<file path="config.mk">
export PLATFORM = sky130hd
export DESIGN_NAME = iter_counter
export DESIGN_NICKNAME = d
export VERILOG_FILES = /design/src/rtl/iter_counter_pkg.sv /design/src/rtl/iter_counter.sv
export SDC_FILE = /design/constraint.sdc
export NUM_CORES = 1
export LEC_CHECK = 0
export BUFFER_PORTS_ARGS = -buffer_cell sky130_fd_sc_hd__buf_2
export CORE_UTILIZATION = 35
export DETAILED_ROUTE_END_ITERATION = 8
export SYNTH_ARGS = -nofsm -noshare
export SYNTH_HDL_FRONTEND = slang
export SYNTH_SLANG_ARGS = --single-unit
</file>
<file path="constraint.sdc">
create_clock -name Clk -period 1.4 [get_ports Clk]
set_input_delay 0.21 -clock Clk [delete_from_list [all_inputs] [get_ports Clk]]
set_output_delay 0.21 -clock Clk [all_outputs]
set_load 0.01 [all_outputs]
</file>
<file path="src/rtl/iter_counter_pkg.sv">
// Shared definitions for the iteration counter and the multi-cycle datapath
// controls (multiplier, divider) that it sequences.
package iter_counter_pkg;

    // Controller state encoding
    typedef enum logic [1:0] {
        IDLE = 2'd0,
        RUN  = 2'd1,
        DONE = 2'd2
    } iter_state_e;

    // Default iteration count, shared by the multiplier and divider controls
    localparam int unsigned DEFAULT_ITERS = 32;

endpackage : iter_counter_pkg

</file>
<file path="src/rtl/iter_counter.sv">
// Parametrised iteration counter: Load starts a run of last+1 counted steps,
// Busy covers the run, K pulses for one cycle after the final step.
// Supports a programmable terminal count, a step enable (stall), Abort, and an
// exposed count value.
// Optional build macro ITER_COUNTER_DOWN_EN: Count loads with last and counts
// down to 0, so it shows the steps remaining; timing is unchanged.
module iter_counter
    import iter_counter_pkg::*;
#(
    parameter int unsigned WIDTH        = 5,
    parameter int unsigned DEFAULT_LAST = DEFAULT_ITERS - 1
) (
    input  logic             Clk,
    input  logic             Rst,
    input  logic             Load,
    input  logic             UseTc,
    input  logic [WIDTH-1:0] TcIn,
    input  logic             Enable,
    input  logic             Abort,
    output logic [WIDTH-1:0] Count,
    output logic             Busy,
    output logic             K
);

    localparam logic [WIDTH-1:0] DEF_LAST = WIDTH'(DEFAULT_LAST);

    iter_state_e      state_q, state_d;
    logic [WIDTH-1:0] count_q, count_d;
    logic [WIDTH-1:0] last_q,  last_d;
    logic             busy_q,  busy_d;
    logic             k_q,     k_d;

    logic [WIDTH-1:0] load_last_c;
    logic [WIDTH-1:0] load_count_c;
    logic [WIDTH-1:0] step_count_c;
    logic             final_step_c;

    // Terminal index selected at Load
    assign load_last_c = UseTc ? TcIn : DEF_LAST;

`ifdef ITER_COUNTER_DOWN_EN
    // Down mode: Count shows remaining steps and terminates at zero
    assign load_count_c = load_last_c;
    assign step_count_c = count_q - WIDTH'(1);
    assign final_step_c = (count_q == '0);
`else
    // Up mode: Count shows the current step index and terminates at last
    assign load_count_c = '0;
    assign step_count_c = count_q + WIDTH'(1);
    assign final_step_c = (count_q == last_q);
`endif

    // Next-state and next-output logic; priority Load > Abort > Enable
    always_comb begin
        state_d = state_q;
        count_d = count_q;
        last_d  = last_q;

        if (Load) begin
            state_d = RUN;
            count_d = load_count_c;
            last_d  = load_last_c;
        end else begin
            unique case (state_q)
                RUN: begin
                    if (Abort) begin
                        state_d = IDLE;
                    end else if (Enable) begin
                        if (final_step_c) begin
                            state_d = DONE;
                        end else begin
                            count_d = step_count_c;
                        end
                    end
                end
                DONE: begin
                    state_d = IDLE;
                end
                default: begin
                    state_d = IDLE;
                end
            endcase
        end

        busy_d = (state_d == RUN);
        k_d    = (state_d == DONE);
    end

    // State, count, terminal and output registers with synchronous reset
    always_ff @(posedge Clk) begin
        if (!Rst) begin
            state_q <= IDLE;
            count_q <= '0;
            last_q  <= DEF_LAST;
            busy_q  <= 1'b0;
            k_q     <= 1'b0;
        end else begin
            state_q <= state_d;
            count_q <= count_d;
            last_q  <= last_d;
            busy_q  <= busy_d;
            k_q     <= k_d;
        end
    end

    assign Count = count_q;
    assign Busy  = busy_q;
    assign K     = k_q;

endmodule : iter_counter

</file>
==> results by stage <==
Critical path:
- Counting both buffers and inverters, the worst setup path holds a total of 0.
- The largest stage delay on the critical path is 400 ps.
- The critical path is of the reg -> reg type.
- The worst endpoint required time is 1560 ps.
- The data arrival time of the critical path is 1470 ps.
- The nature of the critical path startpoint is a flop.
- Among all stages on the critical path, the largest delay is contributed by sky130_fd_sc_hd__nor3_4.
- The signal on the critical path passes through xor2_1 -> nor3_4 -> a21oi_2 -> mux2i_1.
- In this design, the largest share of critical-path delay is due to simple AND/OR/NAND/NOR gates.
- The worst setup path is captured at a flop.
- The highest net fanout along the worst path is 9.

Job:
- The tool flagged a number of max-cap violations equal to 0.

CTS:
- The count of hold buffers inserted by post-cts repair is 0.
- The clock-pin slew of the registers on the worst-case setup and hold paths is 80 ps.
- The CTS tree is yes.
- Counting along the longest clock path gives a buffer depth of 2.
- Once the clock tree was built, the setup fixing pass inserted 0 buffers.
- The insertion delay to the later sink of the worst-skew pair is 270 ps.
- The total of cells resized after clock tree synthesis is 0.
- In this run the number of H-tree levels came out at 1.
- The total clock buffers created by CTS is 3.
- The number of sinks on the clock net is 14.
- The clock tree root driver cell is sky130_fd_sc_hd__clkbuf_4.

STA:
- The number of failing hold endpoints at the final stage is 0.
- Headroom to the max-slew limit came out at 73.1%.
- Setup repair after global routing left no endpoint under its margin.
- The max-slew violation total from the final report is 0.
- The tightest hold path in the finished design has a slack of 157 ps.
- The sum of negative setup slack is 0 ps.
- The final critical delay including setup and external delays is 1310 ps.
- Of the available clock period, the critical path in the final layout requires 93.4%.
- The post-route clock skew is 2.26 ps.
- Setup slack on the critical path of the routed design comes to 92.7 ps.
- The slew at the pin with the worst max-slew slack is 403 ps.
- The highest attainable clock frequency is 765 MHz.
- The number of endpoints failing setup at the final stage is 0.

Placed design:
- The worst slack at placement is 105 ps.
- At the end of routability-driven placement, the weighted congestion stood at 0.688.
- The number of port buffers is 17.
- Summed over all nets, the half-perimeter wirelength after detailed placement is 974 um.

Global routing:
- Global routing finished with a remaining overflow of 0.
- The global-route wire length before repair is 2.22 mm.
- The largest net degree at the start of global routing is 11.
- For this run, the total global-route usage over all layers was measured as 15.2%.
- The via count of the first global-routing pass is 532.
- The number of antenna violations at the first check in global routing was 0.

Pwr:
- The static power due to leakage is 0.339 nW.
- The power share of the sequential group is 59.3%.
- Combinational cells account for 9.6% of the total power.
- The internal portion of the total power is 0.000538 W.
- Net switching is 22.8% of the power.
- Dividing total power by cell area gives a power density of 852 nW/um2.
- The maximum ir drop on the vdd rail is 634 uV.
- The clock network is responsible for 31.1% of the overall power.
- In this run the power spent charging and discharging nets is 0.000159 W.

Synthesis:
- After synthesis the cells add up to 668 um2.
- The register bit count reported by yosys is 14.
- The number of synthesized flops with an enable pin is 0.
- Yosys attributes the largest share of cell area to sky130_fd_sc_hd__dfxtp_1 (42%), sky130_fd_sc_hd__nand2_1 (6.7%), sky130_fd_sc_hd__xor2_1 (6.6%).
- The total of warnings raised by yosys is 0.
- Synthesis produced a netlist whose cell count is 69.
- Synthesis produced a netlist with a net count of 81.
- The fraction of the yosys area taken by sequential cells is 41.9%.
- The primary flip-flop cell chosen by synthesis mapping is sky130_fd_sc_hd__dfxtp_1.
- Ranked by instance count, the synthesized netlist is headed by sky130_fd_sc_hd__dfxtp_1 (14), sky130_fd_sc_hd__nand2_1 (12), sky130_fd_sc_hd__xor2_1 (5).
- In this run the biggest area consumer among cell types represents 41.9% of the synthesized area.
- The async set-or-reset flop fraction in the synthesized netlist is 0%.
- The most common cell in the synthesized netlist is sky130_fd_sc_hd__dfxtp_1.
- The mean instance size in the synthesized netlist is 9.68 um2.
- The count of distinct cell types in the synthesized netlist is 26.
- The cell taking the most area after synthesis is sky130_fd_sc_hd__dfxtp_1.

Die:
- The standard cell core area is 1760 um2.
- From bottom edge to top edge, the die measures 45.7 um.
- From left edge to right edge, the die measures 45.7 um.
- The die covers 2090 um2.
- The floorplan has 15 rows.
- The initial core utilization is 37.9%.
- In this run the count of I/O pins placed on the die edge is 18.

Final layout:
- The total inserted antenna cells is 0.
- The layout filler cell count is 189.
- The synthesis-to-layout area growth is 22.3%.
- Of the cells placed in the final design, the portion with a size suffix greater than 1 is 34.4%.
- The final net count is 104.

Run status:
- The run finished with clean final reports.

Routing:
- The wire length reported by the detailed router is 1.28 mm.
- In this run, the number of DRC markers left after iteration 0 of detailed routing was 13.
- The final route contains 564 vias.
- After detailed routing, the average wire length per cell comes to 11.2 um.
- The first detailed-routing pass ran for 4 iterations.
- The via density per instance is 4.90.
- After detailed routing, the number of remaining DRC violations is 0.
- In this run the remaining antenna-violating nets after routing total 0.

Worst hold path:
- The worst hold path belongs to the class in -> reg.
-- metal layers --
metal / global-route usage, % / up-vias / wire (um) / part of all wire [%]
li1: - / 292 / - / -
met1: 17.9 / 259 / 592 / 46
met2: 24.9 / 11 / 623 / 49
met3: 5.95 / 2 / 56 / 4.4
met4: 5.29 / 0 / 12 / 0.93
met5: 0 / - / 0 / 0
-- power groups by stage --
stage	Clock (W)	Combinational [W]	Sequential, W
6_report	0.000217	0.0000665	0.000413
3_5_place_dp	0	0.0000670	0.000423
5_1_grt	0.000253	0.0000741	0.000415
2_1_floorplan	0	0.0000385	0.000423
3_3_place_gp	0	0.0000650	0.000423
4_1_cts	0.000226	0.0000672	0.000413
-- tightest hold or removal path: stages --
cell and delay (ps):
sky130_fd_sc_hd__buf_2 70, sky130_fd_sc_hd__o22ai_1 60, sky130_fd_sc_hd__nand2_1 60
-- final timing paths --
check                   startpoint                      to  slack (ps)  depth (start not counted)
max          Count[4]$_SDFFE_PP0P_   Count[0]$_SDFFE_PP0P_          90                          4
min                        TcIn[2]  last_q[2]$_SDFFE_PN1P_         160                          3
max reg2reg  Count[4]$_SDFFE_PP0P_   Count[0]$_SDFFE_PP0P_          90                          4
min reg2reg  Count[4]$_SDFFE_PP0P_   Count[4]$_SDFFE_PP0P_         500                          2
-- through the flow --
stage | instances | area, um2 | total power [W] | util (%)
after floorplan | 69 | 668 | 0.000461 | -
after global placement | 112 | 795 | 0.000488 | 45.0
after detailed placement | 112 | 795 | 0.000490 | 45.0
after CTS | 115 | 817 | 0.000706 | 46.3
after global routing | 115 | 817 | 0.000742 | 46.3
final | 115 | 817 | 0.000696 | 46.3
-- cells by family (layout without fill, tap and decap cells) --
logic type      count (synthesis)  in the layout  synth area share (%)
simple gates                   28             28                  26.4
fa+ha+maj                       1              1                  1.87
flops                          14             14                  41.9
buf+inv                         4             25                  3.00
compound gates                 13             13                  14.2
xor+xnor                        5              5                  6.55
mux                             4              4                  5.99
-- cell type report --
cell class	instances	area, um2	share of cell area, %
clock buffer	3	22.5	2.76
inverter	2	7.51	0.919
multi-input combinational	51	368	45.0
sequential	14	280	34.3
tap	25	31.3	3.83
timing repair buffer	20	108	13.2
-- sequential cells by signal (all words and copies together), names as in the netlist --
register / cells
last_q: 5
Busy: 1
state_q: 2
K: 1
Count: 5
-- cells in the final DEF, fill, tap and decap left out, drive strengths merged, types with 2 or more instances in the layout --
cell	count
a21oi	3
nand2	12
a41oi	2
nand2b	3
xor2	5
mux2i	4
and4	2
buf	20
dfxtp	14
inv	2
nand4	3
o22ai	4
clkbuf	3
o21ai	2
(Power assumes the default switching activity.)
